$ cat src/rtl/wisc_isa_pkg.sv
// rtl/wisc_isa_pkg.sv - WISC opcodes, field positions, fetch FSM states and source-hazard helper
package wisc_isa_pkg;

    localparam logic [15:0] NOP_INST_DEF = 16'h0800;

    localparam int OPC_MSB = 15;
    localparam int OPC_LSB = 11;
    localparam int RS_MSB  = 10;
    localparam int RS_LSB  = 8;
    localparam int RT_MSB  = 7;
    localparam int RT_LSB  = 5;

    localparam logic [4:0] OP_HALT  = 5'b00000;
    localparam logic [4:0] OP_NOP   = 5'b00001;
    localparam logic [4:0] OP_SIIC  = 5'b00010;
    localparam logic [4:0] OP_RTI   = 5'b00011;
    localparam logic [4:0] OP_J     = 5'b00100;
    localparam logic [4:0] OP_JAL   = 5'b00110;
    localparam logic [4:0] OP_LBI   = 5'b11000;
    localparam logic [4:0] OP_ST    = 5'b10000;
    localparam logic [4:0] OP_STU   = 5'b10011;
    localparam logic [4:0] OP_ADD   = 5'b11011;
    localparam logic [4:0] OP_SHIFT = 5'b11010;

    // Opcode-group prefixes (top three opcode bits)
    localparam logic [2:0] PFX_CMP  = 3'b111;
    localparam logic [2:0] PFX_JMP  = 3'b001;
    localparam logic [2:0] PFX_BR   = 3'b011;

    typedef enum logic [1:0] {
        RUN   = 2'd0,
        FLUSH = 2'd1,
        HALT  = 2'd2
    } fetch_state_e;

    function automatic logic src_conflict(
        input logic       wrt,
        input logic [2:0] wreg,
        input logic       use_rs,
        input logic       use_rt,
        input logic [2:0] rs,
        input logic [2:0] rt
    );
        return wrt & ((use_rs & (wreg == rs)) | (use_rt & (wreg == rt)));
    endfunction

endpackage

$ cat src/rtl/fetch_ctrl_if.sv
// rtl/fetch_ctrl_if.sv - fetch controller bus: instruction word, stage writers, PC/F-D controls
interface fetch_ctrl_if #(
    parameter int CNT_W = 16
) ();
    logic [15:0]      fetchInst;
    logic             createDump;
    logic             regWrtD;
    logic             regWrtX;
    logic             regWrtM;
    logic [2:0]       wrtRegD;
    logic [2:0]       wrtRegX;
    logic [2:0]       wrtRegM;
    logic             brResolve;
    logic             pcWrtEn;
    logic [15:0]      instOut;
    logic             instValid;
    logic             halted;
    logic             err;
    logic [CNT_W-1:0] stallCnt;
    logic [CNT_W-1:0] flushCnt;

    modport master (
        output fetchInst, createDump, regWrtD, regWrtX, regWrtM,
               wrtRegD, wrtRegX, wrtRegM, brResolve,
        input  pcWrtEn, instOut, instValid, halted, err, stallCnt, flushCnt
    );

    modport slave (
        input  fetchInst, createDump, regWrtD, regWrtX, regWrtM,
               wrtRegD, wrtRegX, wrtRegM, brResolve,
        output pcWrtEn, instOut, instValid, halted, err, stallCnt, flushCnt
    );
endinterface

$ cat src/rtl/wisc_src_decode.sv
// rtl/wisc_src_decode.sv - source-operand usage and control-class decode of a WISC word
module wisc_src_decode
    import wisc_isa_pkg::*;
(
    input  logic [OPC_MSB:RT_LSB] inst_i,
    output logic                  use_rs_o,
    output logic                  use_rt_o,
    output logic                  is_ctl_o,
    output logic                  is_halt_o,
    output logic [2:0]            rs_o,
    output logic [2:0]            rt_o
);
    logic [4:0] opc;

    assign opc  = inst_i[OPC_MSB:OPC_LSB];
    assign rs_o = inst_i[RS_MSB:RS_LSB];
    assign rt_o = inst_i[RT_MSB:RT_LSB];

    always_comb begin
        use_rs_o = 1'b1;
        case (opc)
            OP_HALT, OP_NOP, OP_SIIC, OP_RTI, OP_J, OP_JAL, OP_LBI: use_rs_o = 1'b0;
            default:                                                use_rs_o = 1'b1;
        endcase
    end

    assign use_rt_o  = (opc == OP_ADD) | (opc == OP_SHIFT) | (opc[4:2] == PFX_CMP)
                     | (opc == OP_ST)  | (opc == OP_STU);
    assign is_ctl_o  = (opc[4:2] == PFX_JMP) | (opc[4:2] == PFX_BR);
    assign is_halt_o = (opc == OP_HALT);

endmodule

$ cat src/rtl/fetch_ctrl.sv
// rtl/fetch_ctrl.sv - fetch sequencing: RAW stalls, branch flush with timeout, HALT, dump freeze
// Optional perf counters under FETCH_PERF_EN.
module fetch_ctrl
    import wisc_isa_pkg::*;
#(
    parameter logic [15:0] NOP_INST   = NOP_INST_DEF,
    parameter int          BR_TIMEOUT = 4,
    parameter int          CNT_W      = 16
) (
    input  logic         clk,
    input  logic         rst,
    fetch_ctrl_if.slave  bus
);
    localparam int             TMR_W   = $clog2(BR_TIMEOUT + 1);
    localparam logic [TMR_W-1:0] TMR_MAX = TMR_W'(BR_TIMEOUT);

    fetch_state_e     state_q, state_d;
    logic [TMR_W-1:0] timer_q, timer_d;
    logic             err_q, err_d;

    logic       use_rs, use_rt, is_ctl, is_halt;
    logic [2:0] rs, rt;
    logic       hazard;
    logic       pc_wrt_en, inst_valid, halted;
    logic [15:0] inst_out;

    wisc_src_decode u_decode (
        .inst_i    (bus.fetchInst[OPC_MSB:RT_LSB]),
        .use_rs_o  (use_rs),
        .use_rt_o  (use_rt),
        .is_ctl_o  (is_ctl),
        .is_halt_o (is_halt),
        .rs_o      (rs),
        .rt_o      (rt)
    );

    // W-stage writers are bypassed by the register file, so only D/X/M matter
    assign hazard = src_conflict(bus.regWrtD, bus.wrtRegD, use_rs, use_rt, rs, rt)
                  | src_conflict(bus.regWrtX, bus.wrtRegX, use_rs, use_rt, rs, rt)
                  | src_conflict(bus.regWrtM, bus.wrtRegM, use_rs, use_rt, rs, rt);

    always_comb begin
        state_d    = state_q;
        timer_d    = timer_q;
        err_d      = err_q;
        pc_wrt_en  = 1'b0;
        inst_out   = NOP_INST;
        inst_valid = 1'b0;
        halted     = 1'b0;
        if (!rst) begin
            case (state_q)
                HALT: halted = 1'b1;
                FLUSH: begin
                    if (!bus.createDump) begin
                        timer_d = (timer_q == TMR_MAX) ? timer_q : timer_q + TMR_W'(1);
                        if (bus.brResolve) begin
                            pc_wrt_en = 1'b1;
                            state_d   = RUN;
                        end else if (timer_d == TMR_MAX) begin
                            err_d = 1'b1;
                        end
                    end
                end
                RUN: begin
                    if (!bus.createDump && !hazard) begin
                        inst_out   = bus.fetchInst;
                        inst_valid = 1'b1;
                        if (is_halt) begin
                            state_d = HALT;
                        end else begin
                            pc_wrt_en = 1'b1;
                            if (is_ctl) begin
                                state_d = FLUSH;
                                timer_d = '0;
                            end
                        end
                    end
                end
                default: state_d = RUN;
            endcase
        end
    end

    always_ff @(posedge clk) begin
        if (rst) begin
            state_q <= RUN;
            timer_q <= '0;
            err_q   <= 1'b0;
        end else begin
            state_q <= state_d;
            timer_q <= timer_d;
            err_q   <= err_d;
        end
    end

    assign bus.pcWrtEn   = pc_wrt_en;
    assign bus.instOut   = inst_out;
    assign bus.instValid = inst_valid;
    assign bus.halted    = halted;
    assign bus.err       = err_q & ~rst;

`ifdef FETCH_PERF_EN
    logic [CNT_W-1:0] stall_cnt_q, flush_cnt_q;

    // Saturating counters; a dump-frozen FLUSH cycle is not a flush cycle
    always_ff @(posedge clk) begin
        if (rst) begin
            stall_cnt_q <= '0;
            flush_cnt_q <= '0;
        end else begin
            if (state_q == RUN && hazard && !(&stall_cnt_q))
                stall_cnt_q <= stall_cnt_q + CNT_W'(1);
            if (state_q == FLUSH && !bus.createDump && !(&flush_cnt_q))
                flush_cnt_q <= flush_cnt_q + CNT_W'(1);
        end
    end

    assign bus.stallCnt = stall_cnt_q;
    assign bus.flushCnt = flush_cnt_q;
`else
    assign bus.stallCnt = '0;
    assign bus.flushCnt = '0;
`endif

endmodule

$ cat src/flat_wrapper.sv
// flat-port wrapper written by rule: the top's interface ports become plain ports
module fetch_ctrl_flat import wisc_isa_pkg::*;
#(
    parameter logic [15:0] NOP_INST   = NOP_INST_DEF,
    parameter int          BR_TIMEOUT = 4,
    parameter int          CNT_W      = 16
)
  (clk, rst, bus_fetchInst, bus_createDump, bus_regWrtD, bus_regWrtX, bus_regWrtM, bus_wrtRegD, bus_wrtRegX, bus_wrtRegM, bus_brResolve, bus_pcWrtEn, bus_instOut, bus_instValid, bus_halted, bus_err, bus_stallCnt, bus_flushCnt);
  fetch_ctrl_if #(.CNT_W(CNT_W)) bus_i ();
  input  logic clk;
  input  logic rst;
  input wire logic [$bits(bus_i.fetchInst)-1:0] bus_fetchInst;
  input wire logic [$bits(bus_i.createDump)-1:0] bus_createDump;
  input wire logic [$bits(bus_i.regWrtD)-1:0] bus_regWrtD;
  input wire logic [$bits(bus_i.regWrtX)-1:0] bus_regWrtX;
  input wire logic [$bits(bus_i.regWrtM)-1:0] bus_regWrtM;
  input wire logic [$bits(bus_i.wrtRegD)-1:0] bus_wrtRegD;
  input wire logic [$bits(bus_i.wrtRegX)-1:0] bus_wrtRegX;
  input wire logic [$bits(bus_i.wrtRegM)-1:0] bus_wrtRegM;
  input wire logic [$bits(bus_i.brResolve)-1:0] bus_brResolve;
  output wire logic [$bits(bus_i.pcWrtEn)-1:0] bus_pcWrtEn;
  output wire logic [$bits(bus_i.instOut)-1:0] bus_instOut;
  output wire logic [$bits(bus_i.instValid)-1:0] bus_instValid;
  output wire logic [$bits(bus_i.halted)-1:0] bus_halted;
  output wire logic [$bits(bus_i.err)-1:0] bus_err;
  output wire logic [$bits(bus_i.stallCnt)-1:0] bus_stallCnt;
  output wire logic [$bits(bus_i.flushCnt)-1:0] bus_flushCnt;
  assign bus_i.fetchInst = bus_fetchInst;
  assign bus_i.createDump = bus_createDump;
  assign bus_i.regWrtD = bus_regWrtD;
  assign bus_i.regWrtX = bus_regWrtX;
  assign bus_i.regWrtM = bus_regWrtM;
  assign bus_i.wrtRegD = bus_wrtRegD;
  assign bus_i.wrtRegX = bus_wrtRegX;
  assign bus_i.wrtRegM = bus_wrtRegM;
  assign bus_i.brResolve = bus_brResolve;
  assign bus_pcWrtEn = bus_i.pcWrtEn;
  assign bus_instOut = bus_i.instOut;
  assign bus_instValid = bus_i.instValid;
  assign bus_halted = bus_i.halted;
  assign bus_err = bus_i.err;
  assign bus_stallCnt = bus_i.stallCnt;
  assign bus_flushCnt = bus_i.flushCnt;
  fetch_ctrl #(.NOP_INST(NOP_INST), .BR_TIMEOUT(BR_TIMEOUT), .CNT_W(CNT_W)) u_core (.clk(clk), .rst(rst), .bus(bus_i));
endmodule
$ cat config.mk
export PLATFORM = sky130hd
export DESIGN_NAME = fetch_ctrl_flat
export DESIGN_NICKNAME = d
export VERILOG_FILES = /design/src/rtl/wisc_isa_pkg.sv /design/src/rtl/fetch_ctrl_if.sv /design/src/rtl/wisc_src_decode.sv /design/src/rtl/fetch_ctrl.sv /design/src/flat_wrapper.sv
export SDC_FILE = /design/constraint.sdc
export NUM_CORES = 1
export LEC_CHECK = 0
export CAP_MARGIN = 10
export CORE_UTILIZATION = 30
export CTS_CLUSTER_DIAMETER = 80
export DETAILED_ROUTE_END_ITERATION = 10
export PLACE_DENSITY = 0.77
export SKIP_CTS_REPAIR_TIMING = 1
export SYNTH_ARGS = -nofsm -noshare
export SYNTH_HDL_FRONTEND = slang
export SYNTH_SLANG_ARGS = --single-unit
$ cat constraint.sdc
create_clock -name clk -period 1.72 [get_ports clk]
set_input_delay 0.258 -clock clk [delete_from_list [all_inputs] [get_ports clk]]
set_output_delay 0.258 -clock clk [all_outputs]
set_load 0.03 [all_outputs]
# Word level (Yosys, flattened, before mapping)
# Index checks and enable logic that the tools add are counted.
# Widths: inputs -> output; s select.
# totals
regBits,6
inputBits,32
elab_cells,94
# op_classes
n_bitwise,24
n_addsub,1
reduce_logical,10
eq_ne,29
muxes,27
# ops
op,count
$mux 16,3
$eq 5x5->1 const B,5
$eq 3x3->1,6
$mux 3,5
$mux 1,11
$and 1x1->1,10
$eq 5x2->1 const B,2
$eq 5x3->1 const B,2
$mux 2,5
$or 1x1->1,10
$reduce_and 5->1,2
$eq 3x3->1 const B,3
$reduce_or 7->1,1
$ne 2x2->1 const B,3
$pmux 2 s3,1
$pmux 3 s2,1
$eq 5x1->1 const B,1
$logic_not 5->1,1
$ne 2x1->1 const B,2
$not 1->1,4
$reduce_and 4->1,1
$add 3x1->3 const B,1
$eq 3x1->1 const B,1
$eq 3x2->1 const B,1
other kinds (8),9

# Logic depth before layout (Yosys ltp)
# Gate-level depths: netlist of run 1.
# logic_depth
depth_word,15
depth_mapped,8
ltp_nobuf,8

# Cells and area by module
# From an unflattened synthesis of run 1, not the netlist that was laid out.
# hier_totals
hier_cells,146
hier_area_um2,1129.8
# modules_own_cells
mod,cells_each,area_per_inst_um2,instances
fetch_ctrl,130,1022.2,1
wisc_src_decode,16,107.6,1

# Least setup slack after synthesis of run 1
# No wires, ideal clock.
# synth_timing
path_type,input to output
start,input bus_fetchInst[12]
end,output bus_pcWrtEn
t_arrival_ps,1857
setup_slack_ps,-395
path_buffers,0
t_required_ps,1462
path_stages,6
path_cell_list,and3b_1 o31ai_2 nor2_1 nor3_2 a32oi_1 nor3_1
# synth_via
elab_chain_cells,15
word_cells_on_any_way,37
classes_between,eq/ne (10); mux (5); bitwise (18); reduce/logical (4)
# synth_lines
item,line_no,source
start: declaration,flat_wrapper.sv:12,input wire logic [$bits(bus_i.fetchInst)-1:0] bus_fetchInst;
$eq 5x5->1,wisc_src_decode.sv:27,assign use_rt_o = (opc == OP_ADD) | (opc == OP_SHIFT) | (opc[4:2] == PFX_CMP)
$or 1x1->1 (2 in a row),wisc_src_decode.sv:27,
$or 1x1->1 (2 in a row),wisc_src_decode.sv:28,| (opc == OP_ST) | (opc == OP_STU);
$and 1x1->1,wisc_isa_pkg.sv:44,return wrt & ((use_rs & (wreg == rs)) | (use_rt & (wreg == rt)));
$or 1x1->1,wisc_isa_pkg.sv:44,
$and 1x1->1,wisc_isa_pkg.sv:44,
$or 1x1->1,fetch_ctrl.sv:39,"| src_conflict(bus.regWrtX, bus.wrtRegX, use_rs, use_rt, rs, rt)"
$or 1x1->1,fetch_ctrl.sv:40,"| src_conflict(bus.regWrtM, bus.wrtRegM, use_rs, use_rt, rs, rt);"
$logic_not 1->1,fetch_ctrl.sv:65,if (!bus.createDump && !hazard) begin
$logic_and 1x1->1,fetch_ctrl.sv:65,
$mux 1 *,fetch_ctrl.sv:65,
$pmux 1 s2 *,fetch_ctrl.sv:51,case (state_q)
$mux 1 *,fetch_ctrl.sv:50,if (!rst) begin
end: declaration,flat_wrapper.sv:21,output wire logic [$bits(bus_i.pcWrtEn)-1:0] bus_pcWrtEn;
# Mark *: on every way between the ends. The rest lies on a longest branch, timed or not.

# Worst setup path after layout of run 1
# layout_timing
start,input bus_fetchInst[11]
end,output bus_instOut[9]
# layout_via
elab_chain_cells,15
word_cells_on_any_way,36
classes_between,eq/ne (10); mux (4); bitwise (18); reduce/logical (4)
# layout_lines
item,line_no,source
$eq 5x5->1,wisc_src_decode.sv:27,
$or 1x1->1 (2 in a row),wisc_src_decode.sv:27,
$or 1x1->1 (2 in a row),wisc_src_decode.sv:28,
$and 1x1->1,wisc_isa_pkg.sv:44,
$or 1x1->1,wisc_isa_pkg.sv:44,
$and 1x1->1,wisc_isa_pkg.sv:44,
$or 1x1->1,fetch_ctrl.sv:39,
$or 1x1->1 *,fetch_ctrl.sv:40,
$logic_not 1->1 *,fetch_ctrl.sv:65,
$logic_and 1x1->1 *,fetch_ctrl.sv:65,
$mux 16 *,fetch_ctrl.sv:65,
$mux 16 *,fetch_ctrl.sv:51,
$mux 16 *,fetch_ctrl.sv:50,
end: declaration,flat_wrapper.sv:22,output wire logic [$bits(bus_i.instOut)-1:0] bus_instOut;
# Marks and branches as above.

==> results.cfg, run 1 <==
[timing]
min_period_over_period_pct = 125
maxSlewViolCount = 0
period_needed_ps = 2140
hold_slack_ps = 464
finalHoldViolCount = 0
rsz0062_at_grt = yes
finalSetupViolCount = 18
fin_worst_skew_ps = 1.26
fmax_mhz = 466
setup_slack_ps = -424

[logic_synthesis]
ys_ff_latch = 6
synth_top_family_by_area = simple AND/OR/NAND/NOR gates
async_reset_ff_share_pct = 0
synth_ff_type = dfxtp_1
muxShareOfSynthArea_pct = 1.06
synth_cells = 144
synth-compound-area-share_pct = 14.4
synth_top_cell_area_share_pct = 23.2
ys_types = 37
yosys-top-cells-area = buf_4, xnor2_1, dfxtp_1, and2_1, nor2_1
synthXorXnorAreaFrac_pct = 14.8
synth-seq-area-share_pct = 11.3
yosysWarnings = 0
synth_simple_gate_area_share_pct = 30.1
syn_area_per_cell_um2 = 7.41
synth_top_area_cell = buf_4
synth_fa_ha_area_share_pct = 2.34
synth_commonest_cells = buf_4, xnor2_1, and2_1
synth_edf_count = 0
syn_area_mm2 = 0.00107
yosysMostFrequentCell = buf_4

[detailed_routing]
ant_nets = 0
drtIter0Drc = 36
num_vias = 1136
wire_per_inst_um = 11.4
routed_wl_um = 2980
dr.pass1.iters = 4
drc = 0
viasPerCell = 4.35

[clock_network]
htree_levels = 1
clkLatencyLatePin_ps = 240
cts_sinks = 6
clk_pin_slew_ps = 50
cts_tree = built
numCtsBuffers = 3
clockRootBuffer = clkbuf_4
cts_buffer_depth = 2

[critical_path]
critical_path_peak_fanout = 8
critPathLaunch = bus_fetchInst[11]
critPathArrivalTime_ps = 1890
startpoint_type = input pin
cpMostUsedCell = buf_8
slowest_delay_ps = 310
criticalPathCategory = input pin to output pin
crit_chain = buf_8 > and3b_2 > o31ai_4 > o22ai_2 > a22oi_2 > and3_4 > buf_8 > and2_2 > buf_6
reg2regPathDepth = 5
required_ps = 1460
worst_r2r_startpoint = u_core.timer_q[0]
crit_cells = 9
endpoint_kind = output pin
path_buf_inv = 3
ff2ff_setup_slack_ps = 220
cp-endpoint = bus_instOut[9]
cp_slowest_cell = o31ai_4
path_delay_family = compound AO/OA/AOI/OAI gates
worstReg2RegEnd = u_core.timer_q[1]

[grt]
grt_pass1_vias = 995
grt_start_max_net_pins = 17
antenna_found_initial = 0
grt.total_usage_pct = 14.4
grt_first_pass_wirelength_um = 4150
grt_overflow = 0

[power]
leakage_uw = 0.000920
ir_worst_vdd_uv = 202
p_per_area_mw_per_mm2 = 428

[placement]
io_buffer_count = 51
place_ws_ps = -1020
placed_cells = 253
post_dp_cell_area_mm2 = 0.00160
place_congestion = 0.805
dpl.hpwl_um = 2210

[finish]
fin_util_pct = 55.0
drive_above_1_share_pct = 36.7
final_cells = 261
fillers = 321
area_growth_pct = 73.3
seq_area_um2 = 120
nets = 251
final_area_mm2 = 0.00185
num_antenna_cells = 0
multi_input_area_um2 = 887

[floorplan]
dieWidth_um = 61.6
dieArea_mm2 = 0.00380
io_pins = 84
rows = 21
core_area_mm2 = 0.00336
die_h_um = 61.6
start_util_pct = 31.7

[worst_hold_path]
hold_path.class = register to register

[outcome]
status = finished, violations left
violations = setup timing

[run]
maxCapViolations = 0
[per-layer routing]
layer / share of wire (%) / up-vias / GRT usage, %
met5: 0 / - / 0
met4: 0.54 / 0 / 4.13
met3: 4.9 / 2 / 1.89
met2: 52 / 46 / 26.0
met1: 42 / 520 / 17.9
li1: - / 568 / -
[cell families (layout without fill, tap and decap cells)]
group                      Yosys count  after routing
AOI/OAI and AO/OA                   22             22
xor gates and xnor gates            18             18
adders and majority gates            2              2
buffers and inverters               38             78
DFF                                  6              6
muxes                                1              1
other                                1             32
and+or+nand+nor                     56             56
[final cells by class]
type / count / area share [%]
inverters: 3 / 0.609
multi-input cells: 131 / 48.0
flip-flops and latches: 6 / 6.50
repair buffers: 72 / 40.6
well taps: 46 / 3.11
clock buffers: 3 / 1.22
[worst min-delay path: stages (launching register included)]
cell and delay, ps:
dfxtp_1 310, a31oi_1 40, nor2_1 70
[state kept, by name, summed over array words and instances (netlist names)]
name,count
u_core.timer_q,3
u_core.err_q,1
u_core.state_q,2
[how the worst min path moves through the flow]
stage	startpoint	endpoint	slack [ps]	depth (start not counted)
global placement	u_core.err_q	u_core.err_q	440	2
global route	u_core.err_q	u_core.err_q	500	2
CTS	u_core.err_q	u_core.err_q	460	2
floorplan	u_core.err_q	u_core.err_q	430	2
finish	u_core.err_q	u_core.err_q	460	2
detailed placement	u_core.err_q	u_core.err_q	450	2
[power by group]
group          total (µW)  switching (µW)  internal, µW  leakage [µW]
clock                 136            56.7          79.4     0.0000138
sequential            143            1.48           142     0.0000485
combinational         512             280           232      0.000858
total                 791             338           453      0.000920
[cell usage in the layout (no fill, tap or decap), types with 3 or more instances in the layout]
cell,Yosys,routed
inv_1,3,3
nor2_1,12,10
buf_6,1,16
clkdlybuf4s50_1,0,11
buf_8,0,4
and2_4,0,12
nor3b_1,3,3
nand3_1,4,4
a211oi_1,4,3
nand2_1,3,3
buf_4,33,22
conb_1,1,32
xnor2_1,18,18
nor3_2,1,3
a21oi_1,5,5
dlymetal6s2s_1,0,16
dfxtp_1,6,6
clkbuf_4,0,3
and2_2,0,3
[per-stage QoR]
| step | TNS, ps | total power, µW |
|---|---|---|
| final | -7200 | 791 |
| after global routing | -8450 | 837 |
| after CTS | -16550 | 733 |
| after detailed placement | -17630 | 594 |
| after global placement | -16620 | 590 |
| after floorplan | -3560 | 483 |
(Power assumes the default switching activity.)
==> run 2, diff against run 1 <==
--- a/config.mk
+++ b/config.mk
@@ -5,6 +5,7 @@
 export SDC_FILE = /design/constraint.sdc
 export NUM_CORES = 1
 export LEC_CHECK = 0
+export ABC_CLOCK_PERIOD_IN_PS = 1720
 export CAP_MARGIN = 10
 export CORE_UTILIZATION = 30
 export CTS_CLUSTER_DIAMETER = 80
==> results of run 2 <==
The final DEF is identical to that of run 1; final timing and power are the same.
==> run 3, diff against run 2 <==
--- a/config.mk
+++ b/config.mk
@@ -8,9 +8,9 @@
 export ABC_CLOCK_PERIOD_IN_PS = 1720
 export CAP_MARGIN = 10
 export CORE_UTILIZATION = 30
-export CTS_CLUSTER_DIAMETER = 80
+export CTS_CLUSTER_DIAMETER = 40
 export DETAILED_ROUTE_END_ITERATION = 10
-export PLACE_DENSITY = 0.77
+export PLACE_DENSITY = 0.87
 export SKIP_CTS_REPAIR_TIMING = 1
 export SYNTH_ARGS = -nofsm -noshare
 export SYNTH_HDL_FRONTEND = slang
==> results.cfg, run 3 (synthesis results as in run 1) <==
[outcome]
violations = setup timing
status = finished, violations left

[critical_path]
crit_chain = buf_8 > and3b_2 > o31ai_4 > o22ai_2 > a22oi_2 > and3_4 > clkbuf_16 > and2_4 > buf_6
endpoint_kind = output pin
startpoint_type = input pin
path_buf_inv = 3
required_ps = 1460
path_delay_family = simple AND/OR/NAND/NOR gates
slowest_delay_ps = 290
critPathArrivalTime_ps = 1860
criticalPathCategory = input pin to output pin
critical_path_peak_fanout = 8
cp_slowest_cell = o31ai_4

[finish]
seq_area_um2 = 120
largest_reg_flops = 3
layout_common_cells = conb_1, xnor2_1, buf_4
fillers = 318
drive_above_1_share_pct = 34.4
top_regs = u_core.timer_q (3), u_core.state_q (2), u_core.err_q (1)
final_cells = 255
area_growth_pct = 69.1
layout_commonest_cell = conb_1
nets = 245
multi_input_area_um2 = 890
num_antenna_cells = 0
top_register = u_core.timer_q

[timing]
finalHoldViolCount = 0
hold_slack_ps = 468
setup_tns_ps = -6450
period_needed_ps = 2120
fin_worst_skew_ps = 6.60
setup_slack_ps = -396
fmax_mhz = 473
finalSetupViolCount = 18
rsz0062_at_grt = yes
min_period_over_period_pct = 123
maxSlewViolCount = 0

[floorplan]
dieArea_mm2 = 0.00380
dieWidth_um = 61.6
io_pins = 84
core_area_mm2 = 0.00336
die_h_um = 61.6
start_util_pct = 31.7
rows = 21

[detailed_routing]
drc = 0
ant_nets = 0
viasPerCell = 4.44
dr.pass1.iters = 4
drtIter0Drc = 34
wire_per_inst_um = 12.2
routed_wl_um = 3120
num_vias = 1132

[clock_network]
clkLatencyLatePin_ps = 260
cts_tree = built
cts_sinks = 6
htree_levels = 1
cts_buffer_depth = 2
numCtsBuffers = 3
clk_pin_slew_ps = 50
clockRootBuffer = clkbuf_4

[placement]
dpl.hpwl_um = 2300
placed_cells = 250
place_congestion = 0.901
io_buffer_count = 51

[run]
maxCapViolations = 0

[grt]
grt.total_usage_pct = 14.7
grt_first_pass_wirelength_um = 4130
grt_pass1_vias = 957
grt_overflow = 0
grt_start_max_net_pins = 17
antenna_found_initial = 0

[power]
power_uw = 786
p_per_area_mw_per_mm2 = 436
leakage_uw = 0.000890
ir_worst_vdd_uv = 175

[worst_hold_path]
hold_path.class = register to register
run 3: cell count changes in the layout (fill, tap and decap cells not counted), moves of 2 or more:
cell	before	now
buf_4	22	17
buf_8	4	2
nor2_1	10	12
nor2_2	2	0
run 3: per-layer routing:
metal | part of all wire, % | routed length (µm) | track usage (%)
met1 | 38 | 1180 | 17.3
met2 | 55 | 1720 | 28.1
met3 | 5.5 | 172 | 1.26
met4 | 1.2 | 38 | 3.81
met5 | 0 | 0 | 0
run 3: worst register-to-register path, cell delays in order (launching register included):
cell	delay, ps
dfxtp_1	430
inv_1	80
ha_1	330
or4_1	490
o21ai_0	80
nor3b_1	60
run 3: worst paths after layout:
kind / depth (start not counted) / start / slack [ps] / to
setup / recovery: 9 / bus_fetchInst[11] / -400 / bus_instOut[10]
hold / removal: 2 / u_core.err_q / 470 / u_core.err_q
setup reg to reg: 5 / u_core.timer_q[0] / 140 / u_core.timer_q[1]
hold reg to reg: 2 / u_core.err_q / 470 / u_core.err_q
run 3: layout make-up:
cell class	instances	share of cell area [%]
Sequential cell	6	6.66
Timing Repair Buffer	66	39.0
Clock buffer	3	1.25
Tap cell	46	3.19
Multi-Input combinational cell	131	49.3
Inverter	3	0.624
run 3: through the flow:
step / worst slack, ps / cell area, µm² / util [%]
after floorplan: -258 / 1230 / -
final: -396 / 1800 / 53.6
after global routing: -489 / 1800 / 53.6
after global placement: -969 / 1570 / 46.8
after detailed placement: -1050 / 1570 / 46.8
after CTS: -1040 / 1600 / 47.5
run 3: where the power goes:
group	switching, µW	internal, µW	total [µW]
logic	279	222	501
registers	1.98	141	143
clock network	62.2	79.7	142
total	343	443	786
